## config.mk

```make
export PLATFORM = sky130hd
export DESIGN_NAME = ps2_command_tx_flat
export DESIGN_NICKNAME = d
export VERILOG_FILES = /design/src/rtl/ps2_command_tx_if.sv /design/src/rtl/ps2_command_tx.sv /design/src/flat_wrapper.sv
export SDC_FILE = /design/constraint.sdc
export NUM_CORES = 1
export LEC_CHECK = 0
export CAP_MARGIN = 0
export CORE_ASPECT_RATIO = 2
export CORE_MARGIN = 2
export CORE_UTILIZATION = 50
export DETAILED_ROUTE_END_ITERATION = 12
export GPL_TIMING_DRIVEN = 0
export PLACE_DENSITY = 0.72
export SYNTH_ARGS = -nofsm -noshare
export SYNTH_HDL_FRONTEND = slang
export SYNTH_SLANG_ARGS = --single-unit
```

## constraint.sdc

```tcl
create_clock -name CLOCK_50 -period 3.2 [get_ports CLOCK_50]
set_input_delay 0.64 -clock CLOCK_50 [delete_from_list [all_inputs] [get_ports CLOCK_50]]
set_output_delay 0.64 -clock CLOCK_50 [all_outputs]
set_load 0.005 [all_outputs]
```

## src/rtl/ps2_command_tx_if.sv

```systemverilog
// PS/2 host-to-device transmitter bus: command request, raw pad inputs,
// open-drain output enables and transfer status.
`timescale 1ns/1ps
interface ps2_command_tx_if;
    logic [7:0] the_command;
    logic       send_command;
    logic       ps2_clk_in;
    logic       ps2_dat_in;
    logic       ps2_clk_oe;
    logic       ps2_dat_oe;
    logic       busy;
    logic       command_was_sent;
    logic       error_communication_timed_out;

    modport master (
        output the_command, send_command, ps2_clk_in, ps2_dat_in,
        input  ps2_clk_oe, ps2_dat_oe, busy, command_was_sent,
               error_communication_timed_out
    );

    modport slave (
        input  the_command, send_command, ps2_clk_in, ps2_dat_in,
        output ps2_clk_oe, ps2_dat_oe, busy, command_was_sent,
               error_communication_timed_out
    );
endinterface

```

## src/rtl/ps2_command_tx.sv

```systemverilog
// PS/2 host-to-device command transmitter: inhibit, request-to-send,
// 11-bit shift on device falling edges, ack check and bus-idle wait.
// Pads are driven open-drain through registered output enables.
// Optional macro PS2_TX_RETRY_EN: one automatic retry of the latched byte
// after the first NACK or timeout.
//
// state     | meaning
// S_IDLE    | bus released, waiting for send_command
// S_INHIBIT | PS2_CLK held low; start bit driven on the last cycle
// S_REQ     | clock released, start bit held, waiting for first device edge
// S_SHIFT   | driving data/parity/stop on device falling edges, then ack
// S_RELEASE | waiting for clock and data both high
// S_DONE    | command_was_sent pulse
// S_ERR     | error pulse, bus released
`timescale 1ns/1ps
module ps2_command_tx #(
    parameter int INHIBIT_CYCLES  = 6000,
    parameter int WAIT_CLK_CYCLES = 750000,
    parameter int XFER_CYCLES     = 100000
) (
    input  logic            CLOCK_50,
    input  logic            reset,
    ps2_command_tx_if.slave bus
);
    localparam int T_MAX = (INHIBIT_CYCLES > WAIT_CLK_CYCLES) ? INHIBIT_CYCLES : WAIT_CLK_CYCLES;
    localparam int TW    = $clog2(T_MAX + 1);
    localparam int XW    = $clog2(XFER_CYCLES + 1);

    typedef enum logic [2:0] {
        S_IDLE, S_INHIBIT, S_REQ, S_SHIFT, S_RELEASE, S_DONE, S_ERR
    } state_t;

    state_t        state, state_n;
    logic [TW-1:0] timer, timer_n;
    logic [XW-1:0] xfer_timer, xfer_n;
    logic [3:0]    bit_cnt, bit_cnt_n;
    logic [8:0]    frame, frame_n;
    logic          clk_oe_q, clk_oe_n, dat_oe_q, dat_oe_n;
    logic          busy_q, busy_n, sent_q, sent_n, err_q, err_n;
    logic          fail;
    logic          clk_meta, sync_clk, prev_clk, dat_meta, sync_dat, fall;
`ifdef PS2_TX_RETRY_EN
    logic          retry, retry_n;
`endif

    // Two-flop pad synchronizers and registered falling-edge detect on PS2_CLK
    always_ff @(posedge CLOCK_50 or posedge reset) begin
        if (reset) begin
            clk_meta <= 1'b1;
            sync_clk <= 1'b1;
            prev_clk <= 1'b1;
            dat_meta <= 1'b1;
            sync_dat <= 1'b1;
            fall     <= 1'b0;
        end else begin
            clk_meta <= bus.ps2_clk_in;
            sync_clk <= clk_meta;
            prev_clk <= sync_clk;
            dat_meta <= bus.ps2_dat_in;
            sync_dat <= dat_meta;
            fall     <= prev_clk & ~sync_clk;
        end
    end

    // State, timers, latched frame and registered outputs
    always_ff @(posedge CLOCK_50 or posedge reset) begin
        if (reset) begin
            state      <= S_IDLE;
            timer      <= '0;
            xfer_timer <= '0;
            bit_cnt    <= '0;
            frame      <= '0;
            clk_oe_q   <= 1'b0;
            dat_oe_q   <= 1'b0;
            busy_q     <= 1'b0;
            sent_q     <= 1'b0;
            err_q      <= 1'b0;
`ifdef PS2_TX_RETRY_EN
            retry      <= 1'b0;
`endif
        end else begin
            state      <= state_n;
            timer      <= timer_n;
            xfer_timer <= xfer_n;
            bit_cnt    <= bit_cnt_n;
            frame      <= frame_n;
            clk_oe_q   <= clk_oe_n;
            dat_oe_q   <= dat_oe_n;
            busy_q     <= busy_n;
            sent_q     <= sent_n;
            err_q      <= err_n;
`ifdef PS2_TX_RETRY_EN
            retry      <= retry_n;
`endif
        end
    end

    // Next-state and next-output decode; a device edge always beats a timer expiry
    always_comb begin
        state_n   = state;
        timer_n   = timer;
        xfer_n    = xfer_timer;
        bit_cnt_n = bit_cnt;
        frame_n   = frame;
        clk_oe_n  = clk_oe_q;
        dat_oe_n  = dat_oe_q;
        sent_n    = 1'b0;
        err_n     = 1'b0;
        fail      = 1'b0;
`ifdef PS2_TX_RETRY_EN
        retry_n   = retry;
`endif
        case (state)
            S_IDLE: begin
                clk_oe_n = 1'b0;
                dat_oe_n = 1'b0;
                if (bus.send_command) begin
                    frame_n   = {~^bus.the_command, bus.the_command};
                    state_n   = S_INHIBIT;
                    timer_n   = TW'(INHIBIT_CYCLES - 1);
                    bit_cnt_n = '0;
                    clk_oe_n  = 1'b1;
`ifdef PS2_TX_RETRY_EN
                    retry_n   = 1'b0;
`endif
                end
            end
            S_INHIBIT: begin
                if (timer == '0) begin
                    state_n  = S_REQ;
                    timer_n  = TW'(WAIT_CLK_CYCLES - 1);
                    clk_oe_n = 1'b0;
                    dat_oe_n = 1'b1;
                end else begin
                    timer_n = timer - TW'(1);
                    if (timer == TW'(1)) dat_oe_n = 1'b1;
                end
            end
            S_REQ: begin
                if (fall) begin
                    state_n   = S_SHIFT;
                    bit_cnt_n = 4'd1;
                    dat_oe_n  = ~frame[0];
                    xfer_n    = XW'(XFER_CYCLES - 1);
                end else if (timer == '0) begin
                    fail = 1'b1;
                end else begin
                    timer_n = timer - TW'(1);
                end
            end
            S_SHIFT: begin
                if (xfer_timer != '0) xfer_n = xfer_timer - XW'(1);
                if (fall) begin
                    bit_cnt_n = bit_cnt + 4'd1;
                    if (bit_cnt <= 4'd8) begin
                        dat_oe_n = ~frame[bit_cnt];
                    end else if (bit_cnt == 4'd9) begin
                        dat_oe_n = 1'b0;
                    end else if (!sync_dat) begin
                        state_n = S_RELEASE;
                    end else begin
                        fail = 1'b1;
                    end
                end else if (xfer_timer == '0) begin
                    fail = 1'b1;
                end
            end
            S_RELEASE: begin
                if (xfer_timer != '0) xfer_n = xfer_timer - XW'(1);
                if (sync_clk && sync_dat) begin
                    state_n = S_DONE;
                    sent_n  = 1'b1;
                end else if (xfer_timer == '0) begin
                    fail = 1'b1;
                end
            end
            S_DONE, S_ERR: begin
                state_n  = S_IDLE;
                clk_oe_n = 1'b0;
                dat_oe_n = 1'b0;
            end
            default: state_n = S_IDLE;
        endcase

        if (fail) begin
`ifdef PS2_TX_RETRY_EN
            if (!retry) begin
                retry_n   = 1'b1;
                state_n   = S_INHIBIT;
                timer_n   = TW'(INHIBIT_CYCLES - 1);
                xfer_n    = '0;
                bit_cnt_n = '0;
                clk_oe_n  = 1'b1;
                dat_oe_n  = 1'b0;
            end else begin
                state_n  = S_ERR;
                clk_oe_n = 1'b0;
                dat_oe_n = 1'b0;
                err_n    = 1'b1;
            end
`else
            state_n  = S_ERR;
            clk_oe_n = 1'b0;
            dat_oe_n = 1'b0;
            err_n    = 1'b1;
`endif
        end

        busy_n = (state_n == S_INHIBIT) || (state_n == S_REQ) ||
                 (state_n == S_SHIFT)   || (state_n == S_RELEASE);
    end

    assign bus.ps2_clk_oe                    = clk_oe_q;
    assign bus.ps2_dat_oe                    = dat_oe_q;
    assign bus.busy                          = busy_q;
    assign bus.command_was_sent              = sent_q;
    assign bus.error_communication_timed_out = err_q;
endmodule

```

## src/flat_wrapper.sv

```systemverilog
// flat-port wrapper written by rule: the top's interface ports become plain ports
module ps2_command_tx_flat 
#(
    parameter int INHIBIT_CYCLES  = 6000,
    parameter int WAIT_CLK_CYCLES = 750000,
    parameter int XFER_CYCLES     = 100000
)
  (CLOCK_50, reset, bus_the_command, bus_send_command, bus_ps2_clk_in, bus_ps2_dat_in, bus_ps2_clk_oe, bus_ps2_dat_oe, bus_busy, bus_command_was_sent, bus_error_communication_timed_out);
  ps2_command_tx_if bus_i ();
  input  logic CLOCK_50;
  input  logic reset;
  input wire logic [$bits(bus_i.the_command)-1:0] bus_the_command;
  input wire logic [$bits(bus_i.send_command)-1:0] bus_send_command;
  input wire logic [$bits(bus_i.ps2_clk_in)-1:0] bus_ps2_clk_in;
  input wire logic [$bits(bus_i.ps2_dat_in)-1:0] bus_ps2_dat_in;
  output wire logic [$bits(bus_i.ps2_clk_oe)-1:0] bus_ps2_clk_oe;
  output wire logic [$bits(bus_i.ps2_dat_oe)-1:0] bus_ps2_dat_oe;
  output wire logic [$bits(bus_i.busy)-1:0] bus_busy;
  output wire logic [$bits(bus_i.command_was_sent)-1:0] bus_command_was_sent;
  output wire logic [$bits(bus_i.error_communication_timed_out)-1:0] bus_error_communication_timed_out;
  assign bus_i.the_command = bus_the_command;
  assign bus_i.send_command = bus_send_command;
  assign bus_i.ps2_clk_in = bus_ps2_clk_in;
  assign bus_i.ps2_dat_in = bus_ps2_dat_in;
  assign bus_ps2_clk_oe = bus_i.ps2_clk_oe;
  assign bus_ps2_dat_oe = bus_i.ps2_dat_oe;
  assign bus_busy = bus_i.busy;
  assign bus_command_was_sent = bus_i.command_was_sent;
  assign bus_error_communication_timed_out = bus_i.error_communication_timed_out;
  ps2_command_tx #(.INHIBIT_CYCLES(INHIBIT_CYCLES), .WAIT_CLK_CYCLES(WAIT_CLK_CYCLES), .XFER_CYCLES(XFER_CYCLES)) u_core (.CLOCK_50(CLOCK_50), .reset(reset), .bus(bus_i));
endmodule
```

==> results.yml, run 1 <==
clock_tree:
  htreeDepth: 3
  root_buffer: "clkbuf_16"
  clock-sinks: 64
  cts_buffers: 9
  cts_tree: "yes"
  post_cts_buffers: 0
  ctsResizeCount: 0
  ctsLongestPathBuffers: 2
  clk_pin_slew_ns: 0.05
  hold_buffers: 0
  clock_latency_ns: 0.34
synth:
  yosysMostFrequentCell: "dfrtp_1"
  avgSynthCellArea_sq_um: 9.89
  syn_inst: 367
  synth_edf_count: 0
  ys_warn_count: 0
  syn_nets: 387
  yosys_most_used_dff: "dfrtp_1"
  syn_area_sq_um: 3630
  synthTopCellsByCount: "dfrtp_1, a21oi_1, nor2_1, nand2_1, o21ai_0"
  synth-seq-area-share_pct: 44.3
  async_reset_ff_share_pct: 100
  synth_top_area_cell: "dfrtp_1"
  ys_ff_latch: 64
  synthTopCellsByArea: "dfrtp_1, dfstp_2, mux2_2"
  netlist.area_leader.share_pct: 40.7
  ys_types: 69
floorplanning:
  fp.coreArea_sq_um: 7160
  start_util_pct: 50.7
  design.portCount: 18
  dieHeight_microns: 124
  die_x_microns: 64.2
  dieArea_sq_um: 8000
  std_cell_rows: 44
place:
  placedCellCount: 477
  hpwlAfterDp_microns: 5610
  postPlaceCellArea_sq_um: 3930
  globalplace.congestion: 0.870
  port_buffers: 17
sta:
  finalMaxSlewViolations: 0
  finalCritPeriodShare_pct: 87.8
  setup_violations: 0
  period_needed_ns: 2.81
  hold_violations: 0
  grt_setup_unrepaired: "false"
  maxSlewHeadroom_pct: 27.8
  max_freq_mhz: 356
  hold_slack_ns: 0.356
  tightest_slew_ns: 1.07
  fin_worst_skew_ns: 0.00691
flow_run:
  drv_cap: 0
global_route:
  gr-usage-all-layers_pct: 21.8
  grt-ovfl-total: 0
  first_global_vias: 2965
  grt_pass1_wl_microns: 13700
  antenna_found_initial: 0
  grt_max_degree: 38
pwr:
  total_power_uw: 1920
  powerDensity_nw_per_um2: 452
  ir_drop_mv: 0.363
  switching_share_pct: 19.6
  power_switching_uw: 376
  seqPwrFrac_pct: 43.3
  p_int_uw: 1550
  pwr-share-comb_pct: 3.6
  power.clock.fraction_pct: 53.1
  leakagePower_uw: 0.00186
cells_and_area:
  finish.utilization_pct: 59.4
  seqCellArea_sq_um: 1610
  nFillCells: 615
  layoutNonFillerInstCount: 493
  diodes: 0
  design_area_sq_um: 4250
  nNetsFinal: 416
  syn_to_final_growth_pct: 17.2
  final_layout_size_suffix_gt1_share_pct: 15.0
  multi_input_area_sq_um: 1880
worst_setup_path:
  cp_data_arrival_time_ns: 3.04
  cp-end-kind: "flop"
  worstPathRequired_ns: 3.43
  cp_num_buf_inv: 1
  critical-path-top-delay-family: "simple AND/OR/NAND/NOR gates"
  cp-start-kind: "flop"
  path_cells: "inv_1, ha_1, or3b_2, nor4_1, a41oi_1, mux2_2, o21a_1"
  cp_slowest_cell: "nor4_1"
  cp_max_fo: 7
  max_stage_delay_ns: 0.83
  worstSetupPathType: "flop to flop"
  crit_cells: 7
  r2r_cells: 7
drt:
  firstDrtPassIters: 4
  via_count: 3019
  first_iter_violations: 246
  via_per_inst: 6.12
  ant_nets: 0
  wire_per_inst_microns: 16.2
  drt_wl_total_microns: 8000
  drc: 0
run_status:
  status: "complete, no violations"
hold_path:
  hold_class: "flop to flop"
  min_path_cells: 0
## cell families after synthesis
| family | share of synthesized area [%] |
|---|---|
| DFF | 44.3 |
| AOI/OAI and AO/OA | 19.2 |
| muxes | 5.21 |
| and+or+nand+nor | 22.1 |
| adders and majority gates | 2.41 |
| xor gates and xnor gates | 2.90 |
| buffers and inverters | 3.93 |
## routing by layer
layer | part of all wire [%] | wire (microns) | global-route usage, % | vias to the layer above
met1 | 43 | 3460 | 28.0 | 1490
met5 | 0 | 0 | 0 | -
met4 | 2.7 | 216 | 10.6 | 0
li1 | - | - | - | 1440
met2 | 49 | 3950 | 34.1 | 69
met3 | 4.6 | 369 | 5.33 | 20
## final timing paths
path | slack, ns | to | startpoint
worst max-delay path | 0.39 | u_core.timer[16] | u_core.timer[1]
worst min-delay path | 0.36 | u_core.sync_dat | u_core.dat_meta
worst max register to register | 0.39 | u_core.timer[16] | u_core.timer[1]
worst min register to register | 0.36 | u_core.sync_dat | u_core.dat_meta
max in group asynchronous | 1.82 | u_core.prev_clk | reset
min in group asynchronous | 0.71 | u_core.xfer_timer[1] | reset
## cell type report
| class | count | area share [%] |
|---|---|---|
| Clock buffer | 14 | 6.68 |
| Multi-Input combinational cell | 270 | 44.2 |
| Inverter | 15 | 1.32 |
| Sequential cell | 64 | 37.8 |
| Clock inverter | 2 | 0.824 |
| Timing Repair Buffer | 18 | 4.47 |
| Tap cell | 92 | 2.71 |
| Buffer | 18 | 2.03 |
## flip-flops by register name, summed over array words and instances (netlist names)
name / count
u_core.timer: 20
u_core.xfer_timer: 17
u_core.frame: 9
u_core.bit_cnt: 4
u_core.state: 3
u_core.bus.busy: 1
u_core.bus.command_was_sent: 1
u_core.bus.error_communication_timed_out: 1
u_core.bus.ps2_clk_oe: 1
u_core.bus.ps2_dat_oe: 1
u_core.clk_meta: 1
u_core.dat_meta: 1
u_core.fall: 1
u_core.prev_clk: 1
u_core.sync_clk: 1
u_core.sync_dat: 1
## layout by cell type, fill, tap and decap left out, types with 6 or more instances in the layout
cell type	count
o31ai_1	7
a31oi_1	6
or3_1	7
nor4_1	12
dfrtp_1	59
nor3_1	16
a21oi_1	24
mux2_2	11
inv_1	14
o21ai_0	18
ha_1	7
clkdlybuf4s50_1	17
clkbuf_1	12
nor2_1	24
nand2b_1	6
xnor2_1	7
clkbuf_16	9
nand2_1	19
## stage by stage
step / TNS [ns] / setup slack (ns)
detailed placement: 0 / 0.218
global route: 0 / 0.174
CTS: 0 / 0.430
finish: 0 / 0.389
global placement: -3.04 / -0.0552
floorplan: 0 / 0.830
## power groups by stage
stage | clock [uW] | sequential [uW] | combinational [uW]
2_1_floorplan | 0 | 843 | 41.6
3_3_place_gp | 0 | 845 | 66.5
3_5_place_dp | 0 | 846 | 71.8
4_1_cts | 1050 | 833 | 72.2
5_1_grt | 1080 | 834 | 78.3
6_report | 1020 | 833 | 70.0
Power figures use the tool's default switching activity.
==> run 2, diff against run 1 <==
--- a/config.mk
+++ b/config.mk
@@ -8,10 +8,10 @@
 export CAP_MARGIN = 0
 export CORE_ASPECT_RATIO = 2
 export CORE_MARGIN = 2
-export CORE_UTILIZATION = 50
+export CORE_UTILIZATION = 30
 export DETAILED_ROUTE_END_ITERATION = 12
 export GPL_TIMING_DRIVEN = 0
-export PLACE_DENSITY = 0.72
+export PLACE_DENSITY = 0.5
 export SYNTH_ARGS = -nofsm -noshare
 export SYNTH_HDL_FRONTEND = slang
 export SYNTH_SLANG_ARGS = --single-unit
==> run 2 against run 1 <==
Net effect:
- design area increased by 1.0%
- worst hold slack got worse by 0.0034 ns
- non-clock buffer count unchanged
- setup slack got worse by 0.0055 ns
- wire length increased by 16%
- critical path type unchanged
- critical endpoint unchanged
- largest power group unchanged
- highest routed layer unchanged
==> results.yml, run 2 (synthesis results as in run 1) <==
run_status:
  status: "complete, no violations"
place:
  globalplace.congestion: 0.811
  hpwlAfterDp_microns: 6910
  port_buffers: 17
  postPlaceCellArea_sq_um: 3980
flow_run:
  drv_cap: 0
worst_setup_path:
  cp-end-kind: "flop"
  worstSetupPathType: "flop to flop"
  cp-start-kind: "flop"
  path_cells: "inv_1, ha_1, or3b_2, nor4_1, a41oi_1, mux2_2, o21a_1"
  cp_data_arrival_time_ns: 3.03
  cp_num_buf_inv: 1
  worstPathRequired_ns: 3.42
  critical-path-top-delay-family: "simple AND/OR/NAND/NOR gates"
  cp_max_fo: 7
  cp_slowest_cell: "nor4_1"
  max_stage_delay_ns: 0.83
global_route:
  grt_pass1_wl_microns: 15000
  grt_use_met2_pct: 28.7
  antenna_found_initial: 0
  gr-usage-all-layers_pct: 15.1
  met1_usage_pct: 14.6
  busiest_layer: "met2"
  grt_max_degree: 65
  first_global_vias: 3052
  gr-usage-met3_pct: 3.12
  grt-ovfl-total: 0
sta:
  maxSlewHeadroom_pct: 27.8
  finalMaxSlewViolations: 0
  hold_violations: 0
  fin_worst_skew_ns: 0.00515
  max_freq_mhz: 355
  tightest_slew_ns: 1.07
  finalCritPeriodShare_pct: 88.0
  setup_violations: 0
  period_needed_ns: 2.82
  hold_slack_ns: 0.352
  grt_setup_unrepaired: "false"
clock_tree:
  htreeDepth: 3
  ctsLongestPathBuffers: 2
  clock-sinks: 64
  hold_buffers: 0
  ctsResizeCount: 0
  clock_latency_ns: 0.33
  post_cts_buffers: 0
  cts_buffers: 9
  root_buffer: "clkbuf_16"
  clk_pin_slew_ns: 0.05
  cts_tree: "yes"
pwr:
  total_power_uw: 1900
  powerDensity_nw_per_um2: 443
  ir_drop_mv: 0.250
  leakagePower_uw: 0.00185
cells_and_area:
  syn_to_final_growth_pct: 18.4
  nFillCells: 1205
  design_area_sq_um: 4300
  diodes: 0
  largest_register_ffs: 20
  reg_top3: "u_core.timer x20, u_core.xfer_timer x17, u_core.frame x9"
  layout_common_cells: "dfrtp_1, nor2_1, a21oi_1"
  layout_commonest_cell: "dfrtp_1"
  top_register: "u_core.timer"
  final_layout_size_suffix_gt1_share_pct: 15.2
  nNetsFinal: 416
drt:
  via_per_inst: 5.39
  ant_nets: 0
  drt_wl_total_microns: 9250
  via_count: 2942
  wire_per_inst_microns: 16.9
  firstDrtPassIters: 4
  first_iter_violations: 134
  drc: 0
floorplanning:
  std_cell_rows: 56
  dieArea_sq_um: 13000
  dieHeight_microns: 160
  die_x_microns: 81.8
  design.portCount: 18
  start_util_pct: 30.8
  fp.coreArea_sq_um: 11800
hold_path:
  hold_class: "flop to flop"
## run 2: path summary, 6_finish.rpt
check                                                           endpoint  depth (start not counted)            start  slack [ns]
worst max-delay path                                    u_core.timer[16]                          7  u_core.timer[0]        0.38
worst min-delay path                                     u_core.sync_clk                          0  u_core.clk_meta        0.35
worst max register to register                          u_core.timer[16]                          7  u_core.timer[0]        0.38
worst min register to register                           u_core.sync_clk                          0  u_core.clk_meta        0.35
max in group asynchronous       u_core.bus.error_communication_timed_out                          2            reset        1.83
min in group asynchronous                                u_core.frame[3]                          2            reset        0.82
## run 2: area by class of cell
class | count | area (sq um) | share of cell area [%]
clock buffers | 11 | 253 | 5.88
plain buffers | 18 | 86.3 | 2.01
multi-input cells | 270 | 1880 | 43.7
repair buffers | 18 | 175 | 4.08
well taps | 145 | 181 | 4.22
inverters | 15 | 58.8 | 1.37
flip-flops and latches | 64 | 1610 | 37.4
clock inverters | 5 | 55.1 | 1.28
## run 2: per-layer routing
| layer | share of wire [%] | vias up |
|---|---|---|
| li1 | - | 1438 |
| met1 | 37 | 1460 |
| met2 | 59 | 30 |
| met3 | 1.5 | 14 |
| met4 | 2.7 | 0 |
| met5 | 0 | - |
## run 2: power breakdown
| group | leakage (uW) | total (uW) | internal (uW) | switching (uW) |
|---|---|---|---|---|
| Clock | 0.000148 | 1000 | 642 | 360 |
| Combinational | 0.000870 | 70.7 | 34.5 | 36.2 |
| Sequential | 0.000829 | 832 | 825 | 6.78 |
## run 2: metrics by stage
stage                     util (%)  worst slack (ns)  cells  TNS (ns)
after detailed placement      33.8           -0.0310    529    -0.139
after floorplan                  -             0.830    367         0
after CTS                     36.4             0.312    545         0
after global routing          36.5            0.0900    546         0
final                         36.5             0.384    546         0
after global placement        33.8            -0.354    529    -20.76
==> run 3, diff against run 2 <==
==> constraint.sdc (replaced) <==
create_clock -name CLOCK_50 -period 2.7 [get_ports CLOCK_50]
set_input_delay 0.54 -clock CLOCK_50 [delete_from_list [all_inputs] [get_ports CLOCK_50]]
set_output_delay 0.54 -clock CLOCK_50 [all_outputs]
set_load 0.005 [all_outputs]
==> run 3 against run 2 <==
Net effect:
- fmax grew 9.1%
- combinational power is 19% higher
- global-route usage about the same
- clock power up 19%
- critical endpoint is now u_core.bus.busy
- clock skew grew 0.00097 ns
- largest power group unchanged
- wire length grew 0.28%
- sequential cell count unchanged
- first-iteration DRC count fell by 20%
- power rose by 19%
- highest routed layer unchanged
==> results.yml, run 3 (synthesis results as in run 1) <==
run_status:
  status: "complete, no violations"
sta:
  fin_worst_skew_ns: 0.00612
  hold_violations: 0
  grt_setup_unrepaired: "true"
  tightest_slew_ns: 0.813
  hold_slack_ns: 0.352
  period_needed_ns: 2.58
  setup_violations: 0
  fin_ws_ns: 0.119
  finalCritPeriodShare_pct: 95.6
  maxSlewHeadroom_pct: 45.8
  finalMaxSlewViolations: 0
  max_freq_mhz: 387
cells_and_area:
  syn_to_final_growth_pct: 19.2
  top_register: "u_core.timer"
  reg_top3: "u_core.timer x20, u_core.xfer_timer x17, u_core.frame x9"
  nFillCells: 1196
  layout_commonest_cell: "dfrtp_1"
  largest_register_ffs: 20
  layout_common_cells: "dfrtp_1, nor2_1, a21oi_1"
  layoutNonFillerInstCount: 545
  final_layout_size_suffix_gt1_share_pct: 16.8
  diodes: 0
  nNetsFinal: 415
  finish.utilization_pct: 36.8
hold_path:
  hold_class: "flop to flop"
  hp-start: "u_core.clk_meta"
pwr:
  ir_drop_mv: 0.297
  leakagePower_uw: 0.00186
  total_power_uw: 2260
  powerDensity_nw_per_um2: 522
clock_tree:
  post_cts_buffers: 0
  clk_pin_slew_ns: 0.05
  hold_buffers: 0
  cts_buffers: 9
  root_buffer: "clkbuf_16"
  ctsLongestPathBuffers: 2
  clock-sinks: 64
  clock_latency_ns: 0.33
  htreeDepth: 3
  cts_tree: "yes"
worst_setup_path:
  r2r_start: "u_core.timer[7]"
  path_cells: "clkbuf_1, or4_4, nand4bb_1, or3_1, o311ai_4, nor2_1"
  cp_slowest_cell: "or3_1"
  cp_data_arrival_time_ns: 2.78
  cp-end-kind: "flop"
  rrSetupSlack_ns: 0.12
  cp_max_fo: 8
  max_stage_delay_ns: 0.53
  cp-start-kind: "flop"
  cp_num_buf_inv: 1
  crit_start: "u_core.timer[7]"
  worstSetupPathType: "flop to flop"
  worstPathRequired_ns: 2.90
  critical-path-top-delay-family: "simple AND/OR/NAND/NOR gates"
drt:
  first_iter_violations: 107
  via_per_inst: 5.44
  drc: 0
  drt_wl_total_microns: 9280
  wire_per_inst_microns: 17.0
  firstDrtPassIters: 4
  via_count: 2965
  ant_nets: 0
floorplanning:
  design.portCount: 18
  start_util_pct: 30.8
  fp.coreArea_sq_um: 11800
  std_cell_rows: 56
  dieHeight_microns: 160
  die_x_microns: 81.8
  dieArea_sq_um: 13000
place:
  placedCellCount: 529
  hpwlAfterDp_microns: 6910
  globalplace.congestion: 0.811
  port_buffers: 17
  dp_slack_ns: -0.431
global_route:
  antenna_found_initial: 0
  grt_pass1_wl_microns: 15000
  grt_max_degree: 65
  first_global_vias: 3050
  grt-ovfl-total: 0
  gr-usage-all-layers_pct: 15.1
flow_run:
  drv_cap: 0
-- run 3: worst paths after layout --
path / end / depth (start not counted)
max reg2reg: u_core.bus.busy / 6
min: u_core.sync_clk / 0
min in group asynchronous: u_core.frame[3] / 2
max in group asynchronous: u_core.state[1] / 2
max: u_core.bus.busy / 6
min reg2reg: u_core.sync_clk / 0
-- run 3: routing by layer --
layer  track usage [%]  vias up  part of all wire [%]
met5                 0        -                     0
met4              6.44        0                   3.0
met3              3.12       16                   1.3
met2              28.9       32                    59
met1              14.6     1488                    37
li1                  -     1429                     -
-- run 3: area by class of cell --
type | instances | area (sq um) | area share (%)
tap | 145 | 181 | 4.19
sequential | 64 | 1610 | 37.2
inverter | 15 | 58.8 | 1.36
multi-input combinational | 270 | 1910 | 44.2
clock buffer | 11 | 253 | 5.84
clock inverter | 5 | 55.1 | 1.27
timing repair buffer | 17 | 170 | 3.93
buffer | 18 | 88.8 | 2.05
-- run 3: repair_timing --
item                                    CTS  global route
endpoints found under the setup margin   10            19
gates resized for setup                   3             7
endpoints found under the hold margin     0             0
pin swaps                                 0             1
-- run 3: worst reg2reg max path: cells and delay by family (launching register included) --
| family | cells | cell delay (ns) |
|---|---|---|
| AND/OR/NAND/NOR | 4 | 1.50 |
| AO/OA/AOI/OAI | 1 | 0.42 |
| flip-flops | 1 | 0.35 |
| buffers and inverters | 1 | 0.18 |
-- run 3: report_power, final --
group	internal [uW]	switching, uW
Clock	761	429
Combinational	40.9	42.9
Sequential	978	8.07
Total	1780	480
-- run 3: through the flow --
step	cell area (sq um)	TNS, ns
after floorplan	3630	0
after global placement	3980	-48.38
after detailed placement	3980	-3.67
after CTS	4310	0
after global routing	4330	-0.0217
final	4330	0
